--- src/rtl/bus_arb_pkg.sv ---
// Shared types and helpers for the bus round-robin arbiter family.
// Optional timeout abort is enabled with BUS_ARB_TIMEOUT_EN (see bus_rr_arbiter).
package bus_arb_pkg;

    typedef enum logic {
        ARB_IDLE = 1'b0,
        ARB_BUSY = 1'b1
    } arb_state_t;

    localparam int ADDR_W_DEF = 32;
    localparam int DATA_W_DEF = 32;

    // Index width that never collapses to zero bits for a single requester.
    function automatic int clog2_min1(input int n);
        return (n <= 1) ? 1 : $clog2(n);
    endfunction

endpackage

--- src/rtl/bus_rr_arbiter_if.sv ---
// Master-side request/response bundle and slave-side bus of the round-robin arbiter.
// The m_err lines only carry pulses when BUS_ARB_TIMEOUT_EN is defined.
interface bus_rr_arbiter_if
    import bus_arb_pkg::*;
#(
    parameter int N_MASTERS = 4,
    parameter int ADDR_W    = ADDR_W_DEF,
    parameter int DATA_W    = DATA_W_DEF
);
    localparam int IDX_W = clog2_min1(N_MASTERS);

    logic [N_MASTERS-1:0]        m_valid;
    logic [N_MASTERS-1:0]        m_read;
    logic [N_MASTERS*ADDR_W-1:0] m_addr;
    logic [N_MASTERS*DATA_W-1:0] m_wdata;
    logic [N_MASTERS-1:0]        m_ready;
    logic [DATA_W-1:0]           m_rdata;
    logic [N_MASTERS-1:0]        m_err;

    logic                        s_valid;
    logic                        s_read;
    logic [ADDR_W-1:0]           s_addr;
    logic [DATA_W-1:0]           s_wdata;
    logic                        s_ready;
    logic [DATA_W-1:0]           s_rdata;

    logic [IDX_W-1:0]            grant_id;
    logic                        busy;

    // Initiator view: drives requests, receives completions.
    modport master (
        output m_valid, m_read, m_addr, m_wdata,
        input  m_ready, m_rdata, m_err
    );

    // Register-slave view.
    modport slave (
        input  s_valid, s_read, s_addr, s_wdata,
        output s_ready, s_rdata
    );

    // The arbiter sits between the two views.
    modport arb (
        input  m_valid, m_read, m_addr, m_wdata, s_ready, s_rdata,
        output m_ready, m_rdata, m_err, s_valid, s_read, s_addr, s_wdata,
        output grant_id, busy
    );

endinterface

--- src/rtl/bus_rr_picker.sv ---
// Combinational round-robin pick: first asserted req scanning upward from last+1,
// wrapping modulo N. Shared by several arbiters.
module bus_rr_picker
    import bus_arb_pkg::*;
#(
    parameter int N     = 4,
    parameter int IDX_W = clog2_min1(N)
) (
    input  logic [N-1:0]     req,
    input  logic [IDX_W-1:0] last,
    output logic             gnt_valid,
    output logic [IDX_W-1:0] gnt_idx
);

    int               cand;
    logic [IDX_W-1:0] cand_idx;

    // Scan farthest offset first so the nearest requester after 'last' wins.
    always_comb begin
        gnt_valid = 1'b0;
        gnt_idx   = '0;
        cand      = 0;
        cand_idx  = '0;
        for (int off = N; off >= 1; off--) begin
            cand = int'(last) + off;
            if (cand >= N) begin
                cand = cand - N;
            end
            cand_idx = IDX_W'(cand);
            if (req[cand_idx]) begin
                gnt_valid = 1'b1;
                gnt_idx   = cand_idx;
            end
        end
    end

endmodule

--- src/rtl/bus_rr_arbiter.sv ---
// Round-robin arbiter sharing one register-slave bus among N_MASTERS initiators,
// one transaction in flight. Define BUS_ARB_TIMEOUT_EN to abort stalled transfers.
module bus_rr_arbiter
    import bus_arb_pkg::*;
#(
    parameter int N_MASTERS      = 4,
    parameter int ADDR_W         = ADDR_W_DEF,
    parameter int DATA_W         = DATA_W_DEF,
    parameter int TIMEOUT_CYCLES = 16
) (
    input  logic           clk,
    input  logic           reset,
    bus_rr_arbiter_if.arb  bus
);

    localparam int IDX_W = clog2_min1(N_MASTERS);

    arb_state_t        state_reg;
    logic              s_valid_reg;
    logic              s_read_reg;
    logic [ADDR_W-1:0] s_addr_reg;
    logic [DATA_W-1:0] s_wdata_reg;
    logic [IDX_W-1:0]  grant_id_reg;
    logic              busy_reg;

    logic              gnt_valid;
    logic [IDX_W-1:0]  gnt_idx;
    logic              busy_done;
    logic              busy_end;

    logic [ADDR_W-1:0] addr_arr  [N_MASTERS];
    logic [DATA_W-1:0] wdata_arr [N_MASTERS];

    bus_rr_picker #(
        .N     (N_MASTERS),
        .IDX_W (IDX_W)
    ) u_picker (
        .req       (bus.m_valid),
        .last      (grant_id_reg),
        .gnt_valid (gnt_valid),
        .gnt_idx   (gnt_idx)
    );

    // Completion is suppressed while reset is high so a reset mid-transfer never acks.
    assign busy_done = (state_reg == ARB_BUSY) && bus.s_ready && !reset;

`ifdef BUS_ARB_TIMEOUT_EN
    localparam int TMO_W = $clog2(TIMEOUT_CYCLES + 1);

    logic [TMO_W-1:0] tmo_reg;
    logic             tmo_hit;
    logic             tmo_abort;

    assign tmo_hit   = !bus.s_ready && (tmo_reg == TMO_W'(TIMEOUT_CYCLES - 1));
    assign tmo_abort = (state_reg == ARB_BUSY) && tmo_hit && !reset;
    assign busy_end  = bus.s_ready || tmo_hit;
`else
    assign busy_end  = bus.s_ready;
`endif

    generate
        for (genvar gi = 0; gi < N_MASTERS; gi++) begin : g_master
            assign addr_arr[gi]    = bus.m_addr[gi*ADDR_W +: ADDR_W];
            assign wdata_arr[gi]   = bus.m_wdata[gi*DATA_W +: DATA_W];
            assign bus.m_ready[gi] = busy_done && (grant_id_reg == IDX_W'(gi));
`ifdef BUS_ARB_TIMEOUT_EN
            assign bus.m_err[gi]   = tmo_abort && (grant_id_reg == IDX_W'(gi));
`else
            assign bus.m_err[gi]   = 1'b0;
`endif
        end
    endgenerate

    always_ff @(posedge clk) begin
        if (reset) begin
            state_reg    <= ARB_IDLE;
            s_valid_reg  <= 1'b0;
            s_read_reg   <= 1'b0;
            s_addr_reg   <= '0;
            s_wdata_reg  <= '0;
            grant_id_reg <= IDX_W'(N_MASTERS - 1);
            busy_reg     <= 1'b0;
`ifdef BUS_ARB_TIMEOUT_EN
            tmo_reg      <= '0;
`endif
        end else begin
            case (state_reg)
                ARB_IDLE: begin
                    if (gnt_valid) begin
                        state_reg    <= ARB_BUSY;
                        s_valid_reg  <= 1'b1;
                        busy_reg     <= 1'b1;
                        grant_id_reg <= gnt_idx;
                        s_read_reg   <= bus.m_read[gnt_idx];
                        s_addr_reg   <= addr_arr[gnt_idx];
                        s_wdata_reg  <= wdata_arr[gnt_idx];
`ifdef BUS_ARB_TIMEOUT_EN
                        tmo_reg      <= '0;
`endif
                    end
                end
                ARB_BUSY: begin
                    // grant_id keeps the last winner, so rotation resumes after it.
                    if (busy_end) begin
                        state_reg   <= ARB_IDLE;
                        s_valid_reg <= 1'b0;
                        busy_reg    <= 1'b0;
`ifdef BUS_ARB_TIMEOUT_EN
                        tmo_reg     <= '0;
                    end else begin
                        tmo_reg     <= tmo_reg + 1'b1;
`endif
                    end
                end
                default: begin
                    state_reg <= ARB_IDLE;
                end
            endcase
        end
    end

    assign bus.s_valid  = s_valid_reg;
    assign bus.s_read   = s_read_reg;
    assign bus.s_addr   = s_addr_reg;
    assign bus.s_wdata  = s_wdata_reg;
    assign bus.grant_id = grant_id_reg;
    assign bus.busy     = busy_reg;
    assign bus.m_rdata  = bus.s_rdata;

endmodule

--- src/flat_wrapper.sv ---
// flat-port wrapper written by rule: the top's interface ports become plain ports
module bus_rr_arbiter_flat import bus_arb_pkg::*;
#(
    parameter int N_MASTERS      = 4,
    parameter int ADDR_W         = ADDR_W_DEF,
    parameter int DATA_W         = DATA_W_DEF,
    parameter int TIMEOUT_CYCLES = 16
)
  (clk, reset, bus_m_valid, bus_m_read, bus_m_addr, bus_m_wdata, bus_s_ready, bus_s_rdata, bus_m_ready, bus_m_rdata, bus_m_err, bus_s_valid, bus_s_read, bus_s_addr, bus_s_wdata, bus_grant_id, bus_busy);
  bus_rr_arbiter_if #(.N_MASTERS(N_MASTERS), .ADDR_W(ADDR_W), .DATA_W(DATA_W)) bus_i ();
  input  logic clk;
  input  logic reset;
  input wire logic [$bits(bus_i.m_valid)-1:0] bus_m_valid;
  input wire logic [$bits(bus_i.m_read)-1:0] bus_m_read;
  input wire logic [$bits(bus_i.m_addr)-1:0] bus_m_addr;
  input wire logic [$bits(bus_i.m_wdata)-1:0] bus_m_wdata;
  input wire logic [$bits(bus_i.s_ready)-1:0] bus_s_ready;
  input wire logic [$bits(bus_i.s_rdata)-1:0] bus_s_rdata;
  output wire logic [$bits(bus_i.m_ready)-1:0] bus_m_ready;
  output wire logic [$bits(bus_i.m_rdata)-1:0] bus_m_rdata;
  output wire logic [$bits(bus_i.m_err)-1:0] bus_m_err;
  output wire logic [$bits(bus_i.s_valid)-1:0] bus_s_valid;
  output wire logic [$bits(bus_i.s_read)-1:0] bus_s_read;
  output wire logic [$bits(bus_i.s_addr)-1:0] bus_s_addr;
  output wire logic [$bits(bus_i.s_wdata)-1:0] bus_s_wdata;
  output wire logic [$bits(bus_i.grant_id)-1:0] bus_grant_id;
  output wire logic [$bits(bus_i.busy)-1:0] bus_busy;
  assign bus_i.m_valid = bus_m_valid;
  assign bus_i.m_read = bus_m_read;
  assign bus_i.m_addr = bus_m_addr;
  assign bus_i.m_wdata = bus_m_wdata;
  assign bus_i.s_ready = bus_s_ready;
  assign bus_i.s_rdata = bus_s_rdata;
  assign bus_m_ready = bus_i.m_ready;
  assign bus_m_rdata = bus_i.m_rdata;
  assign bus_m_err = bus_i.m_err;
  assign bus_s_valid = bus_i.s_valid;
  assign bus_s_read = bus_i.s_read;
  assign bus_s_addr = bus_i.s_addr;
  assign bus_s_wdata = bus_i.s_wdata;
  assign bus_grant_id = bus_i.grant_id;
  assign bus_busy = bus_i.busy;
  bus_rr_arbiter #(.N_MASTERS(N_MASTERS), .ADDR_W(ADDR_W), .DATA_W(DATA_W), .TIMEOUT_CYCLES(TIMEOUT_CYCLES)) u_core (.clk(clk), .reset(reset), .bus(bus_i));
endmodule
--- config.mk ---
export PLATFORM = sky130hd
export DESIGN_NAME = bus_rr_arbiter_flat
export DESIGN_NICKNAME = d
export VERILOG_FILES = /design/src/rtl/bus_arb_pkg.sv /design/src/rtl/bus_rr_arbiter_if.sv /design/src/rtl/bus_rr_picker.sv /design/src/rtl/bus_rr_arbiter.sv /design/src/flat_wrapper.sv
export SDC_FILE = /design/constraint.sdc
export NUM_CORES = 1
export LEC_CHECK = 0
export CORE_AREA = 8 8 154 156
export DETAILED_ROUTE_END_ITERATION = 8
export DIE_AREA = 0 0 162 164
export MAX_ROUTING_LAYER = met4
export PLACE_DENSITY = 0.58
export SLEW_MARGIN = 20
export SYNTH_ARGS = -nofsm -noshare
export SYNTH_HDL_FRONTEND = slang
export SYNTH_SLANG_ARGS = --single-unit
--- constraint.sdc ---
create_clock -name clk -period 5.64 [get_ports clk]
set_input_delay 1.128 -clock clk [delete_from_list [all_inputs] [get_ports clk]]
set_output_delay 1.128 -clock clk [all_outputs]
set_load 0.005 [all_outputs]
[Word level (Yosys, flattened, before mapping)]
Cells that the tools add are included.
Word-level totals
  register bits: 69
  bits in latches: 0
  RAM bits: 0
  memory bits (read-only): 0
  bits of input ports: 299
  output and inout bits: 109
  logic and storage cells: 75
  memories: 0
Operators by class
  $add $sub $neg: 8
  multipliers: 0
  divide/modulo/power cells: 0
  magnitude comparators: 10
  eq/ne operators: 5
  shift-type cells: 0
  multiplexer cells: 34
  bitwise gates (word level): 2
  reduce and logical (&&, ||, !) cells: 10
Operators by type and width (number)
  binary-select mux 32 bit (select 2 bit): 2
  two-way mux 32 bit: 4
  two-way mux 2 bit: 8
  less-than comparator 2 x 3 -> 1 bit (second input constant): 5
  two-way mux 1 bit: 13
  greater-or-equal comparator 3 bit (second input constant): 4
  binary-select mux 1 bit (select 2 bit): 5
  subtractor 2 x 1 -> 2 bit (second input constant): 4
  adder 2 x 2 -> 3 bit (second input constant): 2
  logical AND 1 bit: 6
  adder 2 x 3 -> 4 bit (second input constant): 1
  equality test 2 bit (second input constant): 2
  greater-or-equal comparator 4 x 3 -> 1 bit (second input constant): 1
  one-hot mux 1 bit (2 select lines): 2
  AND reduction 2 bit: 2
  adder 2 x 1 -> 3 bit (second input constant): 1
  inverter 2 -> 3 bit: 1
  equality test 2 x 1 -> 1 bit (second input constant): 1
  logical NOT 2 bit: 1
  inequality test 2 x 1 -> 1 bit (second input constant): 1
  inequality test 2 bit (second input constant): 1
  logical NOT 1 bit: 1
  inverter 1 bit: 1

[Longest topological paths before layout]
Gate-level depths: netlist of the first run.
  depth after elaboration: 13
  depth in mapped cells: 11
  gate-level depth less buffers: 7

[By module]
A second synthesis of the first run with hierarchy kept.
Second synthesis, totals
  cells, all modules: 438
  area, all modules: 4280.4 sq um
By module, submodules not included
  bus_rr_arbiter: instances 1, cells an instance 424, area an instance 4189.0 sq um, seq. area each 1381.3 sq um
  bus_rr_picker: instances 1, cells an instance 14, area an instance 91.3 sq um, seq. area each 0.0 sq um

[Worst setup path after synthesis of the first run]
OpenSTA, ideal clock, no wires.
  path kind: input to register
  start point: input port bus_m_valid[1]
  end point: register u_core.s_addr_reg[0] (netlist: u_core.bus.s_addr[0])
  library setup time: 134 ps
  data arrival time: 2885 ps
  required time: 5506 ps
  setup slack: 2621 ps
  stages on the path: 8
  buffers on the path: 3
  cells stage by stage: buf_2 mux4_2 a211o_1 buf_6 buf_6 and3_1 a2111oi_1 a211oi_1
On the way
  cells in the longest elaborated chain, start to end: 10
  elaborated cells between the ends (all ways): 21
  those cells by class: mux (19); bitwise (1); reduce/logical (1)
Ends and longest elaborated chain
  start: declaration: line flat_wrapper.sv:13  | input wire logic [$bits(bus_i.m_valid)-1:0] bus_m_valid;
  binary-select mux 1 bit (select 2 bit): line bus_rr_picker.sv:30  | if (req[cand_idx]) begin
  two-way mux 1 bit (implied by the code): line bus_rr_picker.sv:30
  two-way mux 2 bit (4 in series): line bus_rr_picker.sv:30
  inverter 2 -> 3 bit (implied by the code): line bus_rr_arbiter.sv:95  | s_addr_reg <= addr_arr[gnt_idx];
  binary-select mux 32 bit (select 2 bit): line bus_rr_arbiter.sv:95
  two-way mux 32 bit (implied by the code) (2 in series): line bus_rr_arbiter.sv:95
  end signal: assignment: line bus_rr_arbiter.sv:95
  end: declaration: line bus_rr_arbiter.sv:21  | logic [ADDR_W-1:0] s_addr_reg;
Parallel ways exist; a longest one is shown, timed or not. The select of a mux whose other input is x is not followed.
A chain may end at the register's enable or synchronous reset.

[Final worst setup path of the first run]
  start point: input port bus_m_valid[1]
  end point: register u_core.s_addr_reg[7] (netlist: u_core.bus.s_addr[7])
Same word-level chain as after synthesis.

==> results of run 1 <==
==> cell families (layout without fill, tap and decap cells) <==
family / count (synthesis) / in the layout
compound gates: 239 / 239
mux: 9 / 9
fa+ha+maj: 4 / 4
flops: 69 / 69
buf+inv: 109 / 373
other cells: 1 / 7
simple gates: 181 / 181
==> through the flow <==
stage                     setup WS [ps]  area [um2]  hold slack (ps)  total power, uW
after detailed placement           1230        8190              478             1770
after floorplan                    2620        4850              466             1190
after global placement             1240        8190              474             1760
final                              1750        8530              486             2410
after global routing               1480        8530              522             2550
after CTS                          1600        8530              489             2450
==> synth_stat cells (2+ instances only) <==
library cell / n
inv_1: 3
or2_2: 2
a311oi_1: 33
o21bai_1: 65
a2111oi_1: 16
buf_1: 2
buf_6: 4
dfxtp_1: 69
mux2_2: 2
a211o_1: 4
nor2_1: 5
ha_1: 4
buf_4: 39
a2111oi_0: 15
and3_1: 65
nand2_1: 102
buf_2: 14
mux2i_1: 6
and2_1: 5
clkbuf_1: 47
a211oi_1: 67
a21oi_1: 33
==> power by group through the flow <==
stage | combinational, uW | sequential, uW | clock (uW)
2_1_floorplan | 540 | 650 | 0
3_3_place_gp | 1110 | 648 | 0
3_5_place_dp | 1120 | 650 | 0
4_1_cts | 1120 | 640 | 682
5_1_grt | 1200 | 651 | 698
6_report | 1110 | 640 | 661
==> worst max-delay path by stage <==
stage	start	endpoint	slack, ps	depth (start not counted)
3_3_place_gp	bus_m_valid[1]	u_core.bus.s_addr[7]$_SDFFE_PP0P_	1240	7
6_report	bus_m_valid[1]	u_core.bus.s_addr[7]$_SDFFE_PP0P_	1750	7
3_5_place_dp	bus_m_valid[1]	u_core.bus.s_addr[7]$_SDFFE_PP0P_	1230	7
4_1_cts	bus_m_valid[1]	u_core.bus.s_addr[7]$_SDFFE_PP0P_	1600	7
5_1_grt	bus_m_valid[1]	u_core.bus.s_addr[7]$_SDFFE_PP0P_	1480	7
2_1_floorplan	bus_m_valid[1]	u_core.bus.s_addr[0]$_SDFFE_PP0P_	2620	8
==> final cells by class <==
cell class	instances	area, um2	area share
Antenna cell	3	7.51	0.000880
Clock buffer	12	267	0.0312
Clock inverter	3	67.6	0.00792
Inverter	3	11.3	0.00132
Multi-Input combinational cell	437	2920	0.342
Sequential cell	69	1380	0.162
Tap cell	280	350	0.0410
Timing Repair Buffer	355	3530	0.414
==> metal layers <==
| metal | up-vias | global-route usage |
|---|---|---|
| li1 | 2798 | - |
| met1 | 2755 | 0.217 |
| met2 | 308 | 0.307 |
| met3 | 71 | 0.0531 |
| met4 | 0 | 0.0993 |
| met5 | - | - |
==> worst reg2reg max path: stages, from the launching register on <==
cell and delay (ps):
dfxtp_1 660, inv_1 170, ha_1 560, mux2i_1 420, o2111ai_4 200, buf_4 400
and3_1 290, a2111oi_0 730, a211oi_1 80
==> results.py, run 1 <==
metrics = {
    "outcome": {
        "status": "finished clean",
    },
    "yosys": {
        "yosys.area.top_type_share": 0.285,
        "syn_inst": 612,
        "avgSynthCellArea_um2": 7.91,
        "synth_top_family_by_area": "compound AO/OA/AOI/OAI gates",
        "netlist-cell-type-count": 32,
        "synth_edf_count": 0,
        "dominantRegCellSynth": "dfxtp_1",
        "synth_area_leaders": "dfxtp_1 (29%), a211oi_1 (10%), o21bai_1 (10%), and3_1 (8.4%), nand2_1 (7.9%)",
        "synth_fa_ha_area_frac": 0.0103,
        "synth_top_area_cell": "dfxtp_1",
        "synth-seq-cells": 69,
        "synth_xor_area_frac": 0,
        "muxShareOfSynthArea": 0.0217,
        "netlist_area_um2": 4840,
        "async_flop_share": 0,
        "yosys.area_share.simple": 0.179,
        "synth_compound_area_frac": 0.378,
        "ys_warn_count": 0,
        "ys_seq_area_frac": 0.285,
    },
    "clock_network": {
        "ctsResizeCount": 0,
        "cts_setup_buffers": 0,
        "hold_buffers": 0,
        "cts_root_buffer": "clkbuf_16",
        "cts_sinks": 69,
        "path_clk_slew_ps": 60,
        "clock_path_buffers": 2,
        "worstSkewPairLatency_ps": 340,
        "cts_tree": "done",
        "htreeDepth": 3,
        "cts_buffers": 9,
    },
    "sta": {
        "finClkSkew_ps": 7.63,
        "post-route-period-util": 0.691,
        "setup_viol": 0,
        "worst_pin_slew_ps": 858,
        "hold_violations": 0,
        "rsz0062_at_grt": "no",
        "fin_setup_tns_ps": 0,
        "drv_slew": 0,
        "slew_headroom": 0.422,
        "min_period_ps": 3890,
        "fmax_ghz": 0.257,
    },
    "floorplan": {
        "die_h_um": 164,
        "coreArea_um2": 21400,
        "die_area_um2": 26600,
        "io_pins": 408,
        "initial_core_util": 0.227,
        "dieWidth_um": 162,
        "fp-row-count": 54,
    },
    "finish": {
        "final_util": 0.400,
        "final_cell_mix": "clkdlybuf4s50_1 (338), nand2_1 (101), dfxtp_1 (69)",
        "fin_cells": 1162,
        "fin_nets": 1178,
        "areaGrowthSynthToFinish_pct": 76.3,
        "final.fill_count": 2230,
        "final_common_cell": "clkdlybuf4s50_1",
        "drive_gt1_frac": 0.0523,
    },
    "global_routing": {
        "antenna_found_initial": 3,
        "grt_pass1_wl_um": 37900,
        "grt_max_degree": 70,
        "grt-ovfl-total": 0,
        "grt_pass1_vias": 6267,
        "grt.total_usage": 0.192,
    },
    "power": {
        "p_comb_frac": 0.460,
        "power.density_nw_per_um2": 282,
        "peakVddDrop_mv": 0.138,
        "pwr-share-clk": 0.274,
        "swShare": 0.354,
        "leakagePower_uw": 0.00323,
        "power_frac_seq": 0.266,
        "p_int_uw": 1560,
        "power_switching_uw": 853,
    },
    "setup_path": {
        "r2r_setup_slack_ps": 1990,
        "max_stage_delay_ps": 730,
        "cp-end-kind": "flip-flop",
        "worstPathCellList": "clkdlybuf4s50_1, mux4_2, a211o_2, buf_4, and3_1, a2111oi_0, a211oi_1",
        "reg2reg_to": "u_core.bus.s_addr[7]$_SDFFE_PP0P_",
        "path_delay_family": "compound AO/OA/AOI/OAI gates",
        "regToRegStartpoint": "u_core.bus.grant_id[0]$_SDFFE_PP1P_",
        "critPathBufInv": 2,
        "critPathSlowestCell": "a2111oi_0",
        "crit_fanout": 56,
        "critPathKind": "in -> reg",
        "crit_arrival_ps": 4080,
        "r2r_cells": 8,
        "start_kind": "input port",
        "required_ps": 5830,
    },
    "routing": {
        "drcViolationCount": 0,
        "detail-route-antenna-nets": 0,
        "via_per_inst": 5.10,
        "drt_pass1_iterations": 4,
        "wl_met1_um": 10900,
        "drt_iter0_markers": 264,
        "wl_um": 26000,
        "top_layer": "met4",
        "routed-wl-met2_um": 12000,
        "wl_met3_um": 1990,
        "num_vias": 5932,
        "avgRoutedWirePerCell_um": 22.3,
    },
    "place": {
        "io_buffer_count": 339,
        "place.gp.congestion": 0.796,
        "post-place-cells": 1144,
        "hpwlAfterDp_um": 18800,
    },
    "min_path": {
        "holdPathStages": 2,
        "hold_start": "u_core.bus.busy$_SDFFE_PP0P_",
        "hold_class": "reg -> reg",
        "min_to": "u_core.bus.busy$_SDFFE_PP0P_",
    },
    "job": {
        "maxCapViolCount": 0,
    },
}
No activity file was read; power rests on OpenSTA's default activity.
==> run 2, diff against run 1 <==
- CORE_AREA: 8 8 154 156 -> 8 8 152 154
- DIE_AREA: 0 0 162 164 -> 0 0 160 162
- PLACE_DENSITY: 0.58 -> 0.61
- clock period: 5.64 -> 3.5 ns (I/O delays scaled with it)
==> results.py, run 2 (synthesis gave the netlist of run 1 again) <==
metrics = {
    "clock_network": {
        "cts_root_buffer": "clkbuf_16",
        "cts_setup_buffers": 0,
        "cts_buffers": 9,
        "htreeDepth": 3,
        "cts_sinks": 69,
        "worstSkewPairLatency_ps": 340,
        "clock_path_buffers": 2,
        "path_clk_slew_ps": 70,
        "hold_buffers": 0,
        "cts_tree": "done",
        "ctsResizeCount": 0,
    },
    "floorplan": {
        "coreArea_um2": 20700,
        "fp-row-count": 53,
        "die_area_um2": 25900,
        "initial_core_util": 0.234,
        "dieWidth_um": 160,
        "io_pins": 408,
        "die_h_um": 162,
    },
    "routing": {
        "drt_pass1_iterations": 5,
        "avgRoutedWirePerCell_um": 21.3,
        "detail-route-antenna-nets": 0,
        "num_vias": 5839,
        "via_per_inst": 5.01,
        "wl_met3_um": 1690,
        "wl_met1_um": 10200,
        "drcViolationCount": 0,
        "wl_um": 24800,
        "routed-wl-met2_um": 12400,
        "drt_iter0_markers": 278,
        "top_layer": "met4",
    },
    "sta": {
        "hold_violations": 0,
        "slew_headroom": 0.403,
        "fmax_ghz": 0.313,
        "rsz0062_at_grt": "no",
        "drv_slew": 0,
        "setup_viol": 0,
        "fin_ws_ps": 303,
        "min_period_ps": 3200,
        "worst_pin_slew_ps": 894,
        "whs_ps": 520,
        "post-route-period-util": 0.914,
        "finClkSkew_ps": 10.6,
    },
    "place": {
        "hpwlAfterDp_um": 18600,
        "placed_cell_area_um2": 8340,
        "io_buffer_count": 339,
        "preCtsSetupSlack_ps": -27.0,
        "place.gp.congestion": 0.789,
    },
    "setup_path": {
        "worstPathCellList": "inv_1, ha_1, mux2i_1, o2111ai_4, buf_4, and3_1, a2111oi_0, a211oi_1",
        "critPathSlowestCell": "a2111oi_0",
        "max_stage_delay_ps": 710,
        "critPathKind": "reg -> reg",
        "required_ps": 3690,
        "r2r_setup_slack_ps": 300,
        "crit_fanout": 39,
        "r2r_cells": 8,
        "crit_arrival_ps": 3380,
        "cp-end-kind": "flip-flop",
        "start_kind": "flip-flop",
    },
    "min_path": {
        "hold_class": "reg -> reg",
        "holdPathStages": 2,
    },
    "power": {
        "peakVddDrop_mv": 0.212,
        "power.density_nw_per_um2": 434,
        "leakagePower_uw": 0.00327,
    },
    "job": {
        "maxCapViolCount": 0,
    },
    "global_routing": {
        "grt-ovfl-total": 0,
        "grt_max_degree": 70,
        "grt_pass1_wl_um": 36900,
        "antenna_found_initial": 1,
        "grt.total_usage": 0.186,
        "grt_pass1_vias": 6145,
    },
    "finish": {
        "fin_nets": 1188,
        "final.fill_count": 2136,
        "postLayoutCellArea_um2": 8610,
        "areaGrowthSynthToFinish_pct": 77.9,
        "final_util": 0.416,
        "final_common_cell": "clkdlybuf4s50_1",
        "final_cell_mix": "clkdlybuf4s50_1 (338), nand2_1 (101), dfxtp_1 (69)",
        "drive_gt1_frac": 0.0640,
    },
    "outcome": {
        "status": "finished clean",
    },
}
==> run 2: cell types whose count changed in the layout (fill, tap and decap cells not counted) <==
| cell | previous run | this run |
|---|---|---|
| bufinv_16 | 2 | 0 |
| diode_2 | 3 | 1 |
| nor2_2 | 1 | 0 |
| buf_4 | 14 | 18 |
| clkinv_2 | 0 | 4 |
| clkinvlp_4 | 1 | 3 |
| clkbuf_8 | 3 | 0 |
| nor2_4 | 1 | 2 |
| buf_12 | 2 | 8 |
==> run 2: through the flow <==
step,total power [uW],std cells,setup TNS [ps]
detailed placement,2890,1149,-27.0
CTS,3790,1165,0
finish,3730,1166,0
floorplan,1920,615,0
global placement,2880,1149,-14.1
global route,3960,1166,0
==> run 2: final timing paths <==
| check | start | endpoint |
|---|---|---|
| min | u_core.bus.busy$_SDFFE_PP0P_ | u_core.bus.busy$_SDFFE_PP0P_ |
| max reg2reg | u_core.bus.grant_id[1]$_SDFFE_PP1P_ | u_core.bus.s_addr[10]$_SDFFE_PP0P_ |
| min reg2reg | u_core.bus.busy$_SDFFE_PP0P_ | u_core.bus.busy$_SDFFE_PP0P_ |
| max | u_core.bus.grant_id[1]$_SDFFE_PP1P_ | u_core.bus.s_addr[10]$_SDFFE_PP0P_ |
==> run 2: critical path, delay by kind of cell, from the launching register on <==
family	cells	cell delay, ps
muxes	1	390
buffers and inverters	2	420
and+or+nand+nor	1	220
AOI/OAI and AO/OA	3	1010
adders and majority gates	1	510
DFF	1	460
==> run 2: layout make-up <==
cell class	count	area, um2	area share
Antenna cell	1	2.50	0.000291
Multi-Input combinational cell	437	2920	0.339
Clock inverter	7	42.5	0.00494
Sequential cell	69	1380	0.160
Clock buffer	9	225	0.0262
Tap cell	275	344	0.0400
Inverter	3	11.3	0.00131
Timing Repair Buffer	365	3680	0.428
==> run 2: power by group <==
group | total, uW | switching (uW) | internal, uW | leakage (uW)
logic | 1840 | 900 | 945 | 0.00257
clock network | 869 | 394 | 475 | 0.000127
registers | 1020 | 81.2 | 940 | 0.000575
==> run 2: layer usage <==
layer	track usage	vias to the layer above
met5	-	-
met4	0.0561	0
met3	0.0532	36
met2	0.319	262
met1	0.207	2718
li1	-	2823
